`src/rtl/write_mc_if.sv`:
```
// -----------------------------------------------------------------------------
// write_mc_if
// Stream/bus bundle for the multi-channel write stage.
//   data_in     packed NUM_CH x INPUT_DATA_WIDTH lanes from upstream
//   valid_in    data_in valid
//   avail_out   write stage can accept a word this cycle
//   ready_in    downstream grant for a block-RAM write this cycle
//   data_out    packed NUM_CH x OUTPUT_DATA_WIDTH clipped lanes
//   address_out block-RAM write address
//   valid_out   block-RAM write enable
// Modports:
//   slave  - the write stage itself
//   master - the environment (upstream producer + RAM/arbiter side)
// -----------------------------------------------------------------------------
interface write_mc_if #(
  parameter int NUM_CH            = 8,
  parameter int INPUT_DATA_WIDTH  = 16,
  parameter int OUTPUT_DATA_WIDTH = 8,
  parameter int LOG_MAX_ADDRESS   = 16
);
  logic [NUM_CH*INPUT_DATA_WIDTH-1:0]  data_in;
  logic                                valid_in;
  logic                                avail_out;
  logic                                ready_in;
  logic [NUM_CH*OUTPUT_DATA_WIDTH-1:0] data_out;
  logic [LOG_MAX_ADDRESS-1:0]          address_out;
  logic                                valid_out;

  modport slave (
    input  data_in, valid_in, ready_in,
    output avail_out, data_out, address_out, valid_out
  );

  modport master (
    output data_in, valid_in, ready_in,
    input  avail_out, data_out, address_out, valid_out
  );
endinterface

```
`src/rtl/write_mc.sv`:
```
// -----------------------------------------------------------------------------
// write_mc
// Multi-channel write stage. Accepts packed NUM_CH-lane words, clips each lane
// to the signed range [min_clip, max_clip], narrows it to OUTPUT_DATA_WIDTH,
// buffers the words in a 2^LOG_FIFO_DEPTH FIFO and writes them to a block-RAM
// port at base + iteration*stride + offset, gated by a downstream grant.
//
// Ports:
//   clk                 rising-edge clock
//   rst                 synchronous, active-low reset
//   configure           one-cycle configuration strobe (honoured in IDLE only)
//   num_iters           number of iterations
//   num_reads_per_iter  words accepted per iteration
//   base_address        first write address
//   iter_stride         address distance between iteration starts
//   min_clip, max_clip  signed clip bounds applied to every lane
//   bus (slave)         data_in/valid_in/avail_out, ready_in/data_out/
//                       address_out/valid_out (see write_mc_if)
//   busy_out            high while RUN or DRAIN
//   done_out            one-cycle completion pulse
//   clip_count_out      (WRITE_MC_CLIP_COUNT_EN only) saturating count of
//                       clipped lanes since the last configure
//
// Optional feature macro: WRITE_MC_CLIP_COUNT_EN
// -----------------------------------------------------------------------------
module write_mc #(
  parameter int NUM_CH                 = 8,
  parameter int INPUT_DATA_WIDTH       = 16,
  parameter int OUTPUT_DATA_WIDTH      = 8,
  parameter int LOG_FIFO_DEPTH         = 4,
  parameter int LOG_MAX_ITERS          = 16,
  parameter int LOG_MAX_READS_PER_ITER = 16,
  parameter int LOG_MAX_ADDRESS        = 16
) (
  input  logic                                clk,
  input  logic                                rst,
  input  logic                                configure,
  input  logic [LOG_MAX_ITERS-1:0]            num_iters,
  input  logic [LOG_MAX_READS_PER_ITER-1:0]   num_reads_per_iter,
  input  logic [LOG_MAX_ADDRESS-1:0]          base_address,
  input  logic [LOG_MAX_ADDRESS-1:0]          iter_stride,
  input  logic signed [OUTPUT_DATA_WIDTH-1:0] min_clip,
  input  logic signed [OUTPUT_DATA_WIDTH-1:0] max_clip,
  write_mc_if.slave                           bus,
  output logic                                busy_out,
  output logic                                done_out
`ifdef WRITE_MC_CLIP_COUNT_EN
  ,
  output logic [LOG_MAX_ADDRESS-1:0]          clip_count_out
`endif
);

  localparam int DEPTH  = 1 << LOG_FIFO_DEPTH;
  localparam int WORD_W = NUM_CH * OUTPUT_DATA_WIDTH;
  localparam int IW     = INPUT_DATA_WIDTH;
  localparam int OW     = OUTPUT_DATA_WIDTH;

  typedef enum logic [1:0] {IDLE, RUN, DRAIN} state_t;

  // Lower bound is tested first, so an inverted range (min > max) favours min.
  function automatic logic [OW-1:0] clip_lane(
    input logic signed [IW-1:0] v,
    input logic signed [OW-1:0] lo,
    input logic signed [OW-1:0] hi
  );
    logic signed [IW-1:0] lo_x;
    logic signed [IW-1:0] hi_x;
    logic signed [IW-1:0] r;
    lo_x = IW'(lo);
    hi_x = IW'(hi);
    if (v < lo_x)      r = lo_x;
    else if (v > hi_x) r = hi_x;
    else               r = v;
    return r[OW-1:0];
  endfunction

  state_t state_q, state_d;

  logic [LOG_MAX_ITERS-1:0]          niters_q, it_cnt_q;
  logic [LOG_MAX_READS_PER_ITER-1:0] nreads_q, rd_cnt_q, wr_cnt_q;
  logic [LOG_MAX_ADDRESS-1:0]        stride_q, iter_base_q, cur_addr_q, addr_out_q;
  logic signed [OW-1:0]              min_q, max_q;

  logic [WORD_W-1:0]         mem [DEPTH];
  logic [LOG_FIFO_DEPTH-1:0] wr_ptr_q, rd_ptr_q;
  logic [LOG_FIFO_DEPTH:0]   count_q;

  logic [WORD_W-1:0] data_out_q;
  logic              valid_out_q;
  logic              done_q, done_d;
  logic              degen_q;

  logic              fifo_full, fifo_empty;
  logic              cfg_take, degenerate;
  logic              accept, pop;
  logic              rd_last, it_last, wr_last;
  logic [WORD_W-1:0] clip_word;

  assign fifo_full  = (count_q == (LOG_FIFO_DEPTH+1)'(DEPTH));
  assign fifo_empty = (count_q == '0);
  assign cfg_take   = (state_q == IDLE) && configure;
  assign degenerate = (num_iters == '0) || (num_reads_per_iter == '0);

  assign bus.avail_out = (state_q == RUN) && !fifo_full;
  assign accept        = bus.valid_in && bus.avail_out;
  // No fall-through: an empty FIFO never pops, even if a push lands this cycle.
  assign pop           = (state_q != IDLE) && !fifo_empty && bus.ready_in;

  assign rd_last = (rd_cnt_q == nreads_q - LOG_MAX_READS_PER_ITER'(1));
  assign it_last = (it_cnt_q == niters_q - LOG_MAX_ITERS'(1));
  assign wr_last = (wr_cnt_q == nreads_q - LOG_MAX_READS_PER_ITER'(1));

  always_comb begin
    clip_word = '0;
    for (int k = 0; k < NUM_CH; k++) begin
      clip_word[k*OW +: OW] = clip_lane($signed(bus.data_in[k*IW +: IW]), min_q, max_q);
    end
  end

  always_comb begin
    state_d = state_q;
    done_d  = degen_q;
    unique case (state_q)
      IDLE:  if (cfg_take && !degenerate) state_d = RUN;
      RUN:   if (accept && rd_last && it_last) state_d = DRAIN;
      // An empty FIFO implies no pop, so the final write has already issued.
      DRAIN: if (fifo_empty) begin
               state_d = IDLE;
               done_d  = 1'b1;
             end
      default: state_d = IDLE;
    endcase
  end

  // ---- stage: FIFO storage (data only, no reset) ----
  always_ff @(posedge clk) begin
    if (accept) mem[wr_ptr_q] <= clip_word;
  end

  // ---- stage: control, counters, address generation, write port ----
  always_ff @(posedge clk) begin
    if (!rst) begin
      state_q     <= IDLE;
      niters_q    <= '0;
      nreads_q    <= '0;
      stride_q    <= '0;
      min_q       <= '0;
      max_q       <= '0;
      it_cnt_q    <= '0;
      rd_cnt_q    <= '0;
      wr_cnt_q    <= '0;
      iter_base_q <= '0;
      cur_addr_q  <= '0;
      addr_out_q  <= '0;
      data_out_q  <= '0;
      wr_ptr_q    <= '0;
      rd_ptr_q    <= '0;
      count_q     <= '0;
      valid_out_q <= 1'b0;
      done_q      <= 1'b0;
      degen_q     <= 1'b0;
    end else begin
      state_q     <= state_d;
      done_q      <= done_d;
      degen_q     <= cfg_take && degenerate;
      valid_out_q <= pop;

      if (cfg_take) begin
        niters_q    <= num_iters;
        nreads_q    <= num_reads_per_iter;
        stride_q    <= iter_stride;
        min_q       <= min_clip;
        max_q       <= max_clip;
        it_cnt_q    <= '0;
        rd_cnt_q    <= '0;
        wr_cnt_q    <= '0;
        iter_base_q <= base_address;
        cur_addr_q  <= base_address;
      end

      if (accept) begin
        wr_ptr_q <= wr_ptr_q + LOG_FIFO_DEPTH'(1);
        if (rd_last) begin
          rd_cnt_q <= '0;
          it_cnt_q <= it_cnt_q + LOG_MAX_ITERS'(1);
        end else begin
          rd_cnt_q <= rd_cnt_q + LOG_MAX_READS_PER_ITER'(1);
        end
      end

      if (pop) begin
        rd_ptr_q   <= rd_ptr_q + LOG_FIFO_DEPTH'(1);
        data_out_q <= mem[rd_ptr_q];
        addr_out_q <= cur_addr_q;
        if (wr_last) begin
          wr_cnt_q    <= '0;
          iter_base_q <= iter_base_q + stride_q;
          cur_addr_q  <= iter_base_q + stride_q;
        end else begin
          wr_cnt_q   <= wr_cnt_q + LOG_MAX_READS_PER_ITER'(1);
          cur_addr_q <= cur_addr_q + LOG_MAX_ADDRESS'(1);
        end
      end

      case ({accept, pop})
        2'b10:   count_q <= count_q + (LOG_FIFO_DEPTH+1)'(1);
        2'b01:   count_q <= count_q - (LOG_FIFO_DEPTH+1)'(1);
        default: count_q <= count_q;
      endcase
    end
  end

  assign bus.valid_out   = valid_out_q;
  assign bus.data_out    = data_out_q;
  assign bus.address_out = addr_out_q;
  assign busy_out        = (state_q != IDLE);
  assign done_out        = done_q;

`ifdef WRITE_MC_CLIP_COUNT_EN
  function automatic logic lane_clipped(
    input logic signed [IW-1:0] v,
    input logic signed [OW-1:0] lo,
    input logic signed [OW-1:0] hi
  );
    return (v < IW'(lo)) || (v > IW'(hi));
  endfunction

  logic [LOG_MAX_ADDRESS-1:0] clip_cnt_q;
  logic [LOG_MAX_ADDRESS:0]   clip_sum;

  // One extra bit catches the overflow that drives saturation.
  always_comb begin
    clip_sum = {1'b0, clip_cnt_q};
    for (int k = 0; k < NUM_CH; k++) begin
      if (lane_clipped($signed(bus.data_in[k*IW +: IW]), min_q, max_q))
        clip_sum = clip_sum + (LOG_MAX_ADDRESS+1)'(1);
    end
  end

  // ---- stage: clip statistics ----
  always_ff @(posedge clk) begin
    if (!rst)          clip_cnt_q <= '0;
    else if (cfg_take) clip_cnt_q <= '0;
    else if (accept)   clip_cnt_q <= clip_sum[LOG_MAX_ADDRESS] ? '1
                                                               : clip_sum[LOG_MAX_ADDRESS-1:0];
  end

  assign clip_count_out = clip_cnt_q;
`endif

endmodule

```
`src/flat_wrapper.sv`:
```
// flat-port wrapper written by rule: the top's interface ports become plain ports
module write_mc_flat 
#(
  parameter int NUM_CH                 = 8,
  parameter int INPUT_DATA_WIDTH       = 16,
  parameter int OUTPUT_DATA_WIDTH      = 8,
  parameter int LOG_FIFO_DEPTH         = 4,
  parameter int LOG_MAX_ITERS          = 16,
  parameter int LOG_MAX_READS_PER_ITER = 16,
  parameter int LOG_MAX_ADDRESS        = 16
)
  (clk, rst, configure, num_iters, num_reads_per_iter, base_address, iter_stride, min_clip, max_clip, busy_out, done_out, bus_data_in, bus_valid_in, bus_ready_in, bus_avail_out, bus_data_out, bus_address_out, bus_valid_out);
  write_mc_if #(.NUM_CH(NUM_CH), .INPUT_DATA_WIDTH(INPUT_DATA_WIDTH), .OUTPUT_DATA_WIDTH(OUTPUT_DATA_WIDTH), .LOG_MAX_ADDRESS(LOG_MAX_ADDRESS)) bus_i ();
  input  logic clk;
  input  logic rst;
  input  logic configure;
  input  logic [LOG_MAX_ITERS-1:0] num_iters;
  input  logic [LOG_MAX_READS_PER_ITER-1:0] num_reads_per_iter;
  input  logic [LOG_MAX_ADDRESS-1:0] base_address;
  input  logic [LOG_MAX_ADDRESS-1:0] iter_stride;
  input  logic signed [OUTPUT_DATA_WIDTH-1:0] min_clip;
  input  logic signed [OUTPUT_DATA_WIDTH-1:0] max_clip;
  output logic busy_out;
  output logic done_out;
  input wire logic [$bits(bus_i.data_in)-1:0] bus_data_in;
  input wire logic [$bits(bus_i.valid_in)-1:0] bus_valid_in;
  input wire logic [$bits(bus_i.ready_in)-1:0] bus_ready_in;
  output wire logic [$bits(bus_i.avail_out)-1:0] bus_avail_out;
  output wire logic [$bits(bus_i.data_out)-1:0] bus_data_out;
  output wire logic [$bits(bus_i.address_out)-1:0] bus_address_out;
  output wire logic [$bits(bus_i.valid_out)-1:0] bus_valid_out;
  assign bus_i.data_in = bus_data_in;
  assign bus_i.valid_in = bus_valid_in;
  assign bus_i.ready_in = bus_ready_in;
  assign bus_avail_out = bus_i.avail_out;
  assign bus_data_out = bus_i.data_out;
  assign bus_address_out = bus_i.address_out;
  assign bus_valid_out = bus_i.valid_out;
  write_mc #(.NUM_CH(NUM_CH), .INPUT_DATA_WIDTH(INPUT_DATA_WIDTH), .OUTPUT_DATA_WIDTH(OUTPUT_DATA_WIDTH), .LOG_FIFO_DEPTH(LOG_FIFO_DEPTH), .LOG_MAX_ITERS(LOG_MAX_ITERS), .LOG_MAX_READS_PER_ITER(LOG_MAX_READS_PER_ITER), .LOG_MAX_ADDRESS(LOG_MAX_ADDRESS)) u_core (.clk(clk), .rst(rst), .configure(configure), .num_iters(num_iters), .num_reads_per_iter(num_reads_per_iter), .base_address(base_address), .iter_stride(iter_stride), .min_clip(min_clip), .max_clip(max_clip), .bus(bus_i), .busy_out(busy_out), .done_out(done_out));
endmodule
```
`config.mk`:
```
export PLATFORM = sky130hd
export DESIGN_NAME = write_mc_flat
export DESIGN_NICKNAME = d
export VERILOG_FILES = /design/src/rtl/write_mc_if.sv /design/src/rtl/write_mc.sv /design/src/flat_wrapper.sv
export SDC_FILE = /design/constraint.sdc
export NUM_CORES = 2
export LEC_CHECK = 0
export BUFFER_PORTS_ARGS = -buffer_cell sky130_fd_sc_hd__buf_2
export CAP_MARGIN = 15
export CORE_MARGIN = 2
export CORE_UTILIZATION = 35
export CTS_CLUSTER_DIAMETER = 100
export DETAILED_ROUTE_END_ITERATION = 10
export PLACE_DENSITY = 0.6
export SYNTH_ARGS = -nofsm -noshare
export SYNTH_HDL_FRONTEND = slang
export SYNTH_SLANG_ARGS = --single-unit
```
`constraint.sdc`:
```
create_clock -name clk -period 9.02 [get_ports clk]
set_input_delay 0.451 -clock clk [delete_from_list [all_inputs] [get_ports clk]]
set_output_delay 0.451 -clock clk [all_outputs]
set_load 0.01 [all_outputs]
```
# Word-level counts from Yosys, hierarchy flattened
# Memory sizes are Yosys's and may differ from the RTL's. A register that Yosys moved wholly into a read port is not among the register bits.
# Index checks and enable logic that the tools add are counted.
# totals
reg_bits	178
ramBits	1024
input_bits	213
out_inout_bits	84
wordCells	119
n_memories	1
# mem_list
memory	words	width	rd	rd_ports_with_merged_regs	wr	line	text
u_core.mem	16	64	1	1	1	write_mc.sv:84	logic [WORD_W-1:0] mem [DEPTH];
# classes
addsub	11
order_cmp	16
eq_ne	11
n_mux	39
n_reduce_logical	23
# ops
operator	n
16-bit two-way mux	14
16-bit by 8-bit greater-than comparator with 1-bit output	8
16-bit by 8-bit < comparator with 1-bit output	8
8-bit two-way mux	16
16-bit by 1-bit adder with 16-bit output (second input constant)	4
16-bit == test	3
16-bit zero test	2
16-bit by 1-bit subtractor with 16-bit output (second input constant)	2
16-bit adder	1
5-bit one-hot mux with 2 select lines	1
1-bit logical AND	9
4-bit by 1-bit adder with 4-bit output (second input constant)	2
2-bit nonzero test	4
2-bit two-way mux	3
2-bit one-hot mux with 3 select lines	1
5-bit by 1-bit adder with 5-bit output (second input constant)	1
5-bit == test (second input constant)	1
5-bit zero test	1
5-bit by 1-bit subtractor with 5-bit output (second input constant)	1
2-bit by 1-bit == test with 1-bit output (second input constant)	2
2-bit == test (second input constant)	2
1-bit zero test	4
1-bit two-way mux	4
2-bit inequality test (second input constant)	2
other kinds (4)	4

# Longest topological paths before layout
# logic_depth
word_depth	8
mapped_depth	15
depth_no_buf	13

# Worst setup path before layout
# Ideal clock, no wire load.
# synth_timing
kind	register to register
start	reg u_core.count_q[0]
end	mem u_core.mem[0][0] (netlist bit), enable pin
setup_time_ns	0.565
arrival_time_ns	6.193
required_time_ns	8.455
path_slack_ns	2.262
path_stages_with_launch	9
path_buffers	3
period_less_slack_ns	6.758
cell_sequence	dfxtp_1 > nor4_1 > a21oi_1 > and2_1 > clkbuf_1 > clkbuf_1 > clkbuf_1 > nand2_1 > nor3_1
# synth_via
elab_chain_cells	6
# synth_lines
item	line	text
from (decl)	write_mc.sv:86	logic [LOG_FIFO_DEPTH:0] count_q;
from (signal assigned)	write_mc.sv:206	2'b10: count_q <= count_q + (LOG_FIFO_DEPTH+1)'(1);
from (signal assigned)	write_mc.sv:207	2'b01: count_q <= count_q - (LOG_FIFO_DEPTH+1)'(1);
from (signal assigned)	write_mc.sv:208	default: count_q <= count_q;
5-bit == test	write_mc.sv:99	assign fifo_full = (count_q == (LOG_FIFO_DEPTH+1)'(DEPTH));
1-bit zero test	write_mc.sv:104	assign bus.avail_out = (state_q == RUN) && !fifo_full;
1-bit logical AND	write_mc.sv:104	
net bus_avail_out	flat_wrapper.sv:28	output wire logic [$bits(bus_i.avail_out)-1:0] bus_avail_out;
1-bit logical AND	write_mc.sv:105	assign accept = bus.valid_in && bus.avail_out;
1-bit two-way mux	write_mc.sv:137	if (accept) mem[wr_ptr_q] <= clip_word;
1-bit two-way mux (not written as such)	write_mc.sv:137	
to (decl)	write_mc.sv:84	
# The timed path passes the listed nets, and every way through them passes these cells.

# Worst setup path after layout
# layout_timing
start	reg u_core.max_q[7]
end	mem u_core.mem[8][58] (netlist bit) (data pin)
# layout_via
elab_chain_cells	3
# layout_lines
item	line	text
from (decl)	write_mc.sv:82	logic signed [OW-1:0] min_q, max_q;
from (signal assigned)	write_mc.sv:173	max_q <= max_clip;
16-bit by 8-bit greater-than comparator with 1-bit output	write_mc.sv:72	else if (v > hi_x) r = hi_x;
8-bit two-way mux	write_mc.sv:72	
8-bit two-way mux	write_mc.sv:71	if (v < lo_x) r = lo_x;
net u_core.clip_word[58]	write_mc.sv:97	logic [WORD_W-1:0] clip_word;
# The timed path passes the listed nets, and every way through them passes these cells.

==> summary.md <==
| Metric | Value |
|---|---|
| Status | `finished, final reports clean` |
| Wirelength per Cell | `25.4 um` |
| Max H-tree Level | `4` |
| Layout Skew | `0.0697 ns` |
| Clock slew seen by the registers of the worst setup and hold paths | `0.06 ns` |
| First-pass GRT wire length | `242000 um` |
| CTS tree | `yes` |
| Synth area leaders | `edfxtp_1 (53%), mux4_2 (12%), dfxtp_1 (8.4%)` |
| Most frequent cells after synthesis | `edfxtp_1 (1024), nand2_1 (413), mux4_2 (320)` |
| Synth area leader | `edfxtp_1` |
| Rel. slew slack | `17.7%` |
| Clk_lat worst skew | `0.81 ns` |
| Class of the worst hold path | `input pin to flop` |
| VDD IR-drop max | `0.210 mV` |
| Max-slew violations | `0` |
| Num CTS Buffers | `141` |
| Maxcap violations | `0` |
| Layout cell share with drive strength beyond 1 | `22.7%` |
| Worst-Margin Slew | `1.20 ns` |
| Cell Area, Synth | `57900 um^2` |
| # IOs | `297` |
| Post-synthesis instance total | `3873` |
| Period utilization | `58.4%` |
| Top-count cell post-synth | `edfxtp_1` |
| Worst path bufs/invs | `2` |
| Top delay family on crit path | `multiplexers` |
| Post-CTS Setup Bufs | `0` |
| Most used DFF post-synth | `edfxtp_1` |
| Vias post-DR | `36000` |
| CP Class | `flop to flop` |
| R2R Setup Slk | `3.76 ns` |
| DRC Markers | `0` |
| Crit-path cells | `inv_2 -> buf_4 -> ha_1 -> a21o_1 -> a21o_1 -> a21oi_1 -> nor2_1 -> a211oi_1 -> mux2i_2 -> mux2i_1 -> mux2i_1` |
| Fin crit period | `5.26 ns` |
| Nets | `4799` |
| Initial cell density of the core | `35.2%` |
| Fmax | `190 MHz` |
| Setup TNS | `0 ns` |
| Layout Cell Area excl Fill | `68000 um^2` |
| Clock Root Buffer | `clkbuf_16` |
| WP data required | `9.42 ns` |
| Inst Count DP | `6256` |
| Post-detail-place hpwl | `103000 um` |
| Largest stage delay, worst path | `0.97 ns` |
| Vias/cell | `5.45` |
| Seq cells post-synth | `1266` |
| # fillers | `14900` |
| Initial DRC Count | `3681` |
| Routed wire length | `168000 um` |
| Die width | `411 um` |
| Initial antenna violation count | `24` |
| Yosys cell types | `80` |
| Final Non-Filler Cells | `6616` |
| Synth top area share | `53.1%` |
| IO Port Bufs | `296` |
| FP Rows | `149` |
| Sink Count | `1266` |
| GRT Residual Overflow | `0` |
| Leak pwr | `0.0235 uW` |
| Number of flops mapped to enable cells by yosys | `1024` |
| GRT Util Overall | `19.6%` |
| Number of global-route vias before repair | `35200` |
| Setup violators final | `0` |
| Die Span Y | `411 um` |
| Placed Area | `62300 um^2` |
| Clock buffer depth | `3` |
| Sequential share of the synthesized area | `61.5%` |
| Total number of yosys warnings | `0` |
| P&R area growth vs syn | `17.4%` |
| Placer Congestion | `0.879` |
| Arrival @ worst endpoint | `5.67 ns` |
| CP max stage cell | `mux2i_1` |
| CP endpoint kind | `flop` |
| Mapped Avg Cell Area | `15.0 um^2` |
| TritonRoute pass-1 iters | `5` |
| Syn_nets | `4366` |
| Final hold slack | `0.0604 ns` |
| Power Dens Cells | `201 nW/um^2` |
| Core Footprint | `165000 um^2` |
| Largest net degree at the start of global routing | `153` |
| Pwr Total | `13700 uW` |
| CP Launch Type | `flop` |
| Routed Antenna Nets | `0` |
| Die area | `169000 um^2` |
| Critical path peak fanout | `39` |
| Unrepaired setup endpoints after global routing | `no` |
| Final hold violation count | `0` |
| FFs w/ async S/R, synth | `0%` |
metrics by stage:
step           worst slack [ns]  util [%]
2_1_floorplan              2.26         -
3_3_place_gp               4.04      37.8
3_5_place_dp               3.90      37.8
4_1_cts                    3.86      41.1
5_1_grt                    3.61      41.3
6_report                   3.76      41.3
kinds of logic (layout without fill, tap and decap cells):
family          count (synthesis)  count (layout)  synth area share [%]
xor+xnor                       95              95                  1.44
compound gates                582             582                  6.59
simple gates                  908             908                  7.54
fa+ha+maj                     280             280                  6.07
mux                           477             477                  15.2
flops                        1266            1266                  61.5
other cells                     0               6                     0
buf+inv                       265             813                  1.74
layout by cell type (no fill, tap or decap), drive strengths merged, types with 11 or more instances in the layout:
cell type	n
nand3	73
nor2	110
nor2b	35
o31ai	20
inv	72
or3	13
mux4	320
a31oi	21
nor3b	11
edfxtp	1024
nand2b	32
nand4	57
and3	32
o21a	29
nand2	414
o211ai	20
o22ai	13
buf	423
nor4	29
clkbuf	185
a21o	40
nor3	40
o21ai	85
a21oi	165
ha	278
and2	16
xor2	36
clkinv	54
a21boi	101
bufinv	13
mux2i	156
dfxtp	242
dlygate4sd3	62
xnor2	59
a211oi	26
power by group:
part / total, uW / internal [uW] / switching (uW)
registers: 6560 / 6500 / 54.9
clock network: 5870 / 3390 / 2480
logic: 1260 / 483 / 779
total: 13700 / 10400 / 3310
sequential cells by signal, indices dropped and copies added, names as in the netlist, 2 cells and up:
name,flops
u_core.niters_q,16
u_core.bus.data_out,64
u_core.max_q,8
u_core.wr_cnt_q,16
u_core.rd_cnt_q,16
u_core.rd_ptr_q,4
u_core.stride_q,16
u_core.bus.address_out,16
u_core.state_q,2
u_core.cur_addr_q,16
u_core.it_cnt_q,16
u_core.nreads_q,16
u_core.iter_base_q,16
u_core.mem,1024
u_core.min_q,8
u_core.count_q,5
u_core.wr_ptr_q,4
layout make-up:
class / count / area (um^2) / area share (%)
clock buffers: 185 / 3770 / 5.55
flip-flops and latches: 1266 / 35600 / 52.4
diodes: 6 / 15.0 / 0.0221
multi-input cells: 2342 / 21500 / 31.6
well taps: 2189 / 2740 / 4.03
inverters: 70 / 269 / 0.396
repair buffers: 485 / 3100 / 4.56
clock inverters: 73 / 1020 / 1.51
routing by layer:
metal | up-vias | share of wire [%] | global-route usage (%)
met5 | - | 0.044 | 0
met4 | 12 | 2.0 | 4.53
met3 | 243 | 9.7 | 5.31
met2 | 1460 | 45 | 29.9
met1 | 18200 | 44 | 27.9
li1 | 16100 | - | -
worst min-delay path: stages:
cell and delay (ns):
buf_2 0.09, nand2_1 0.10, a311oi_1 0.11
final timing paths:
| path | from | end | depth (start not counted) |
|---|---|---|---|
| setup / recovery | u_core.max_q[7] | u_core.mem[8][58] | 11 |
| hold / removal | base_address[11] | u_core.iter_base_q[11] | 3 |
| setup reg to reg | u_core.max_q[7] | u_core.mem[8][58] | 11 |
| hold reg to reg | u_core.bus.data_out[1] | u_core.bus.data_out[1] | 2 |
repair_timing:
action | 4_1_cts | 5_1_grt
hold endpoints to repair | 62 | 0
resized for setup | 0 | 0
hold buffers | 62 | 0
setup endpoints to repair | 0 | 0
Note: power is estimated with default switching activity, not from simulation.
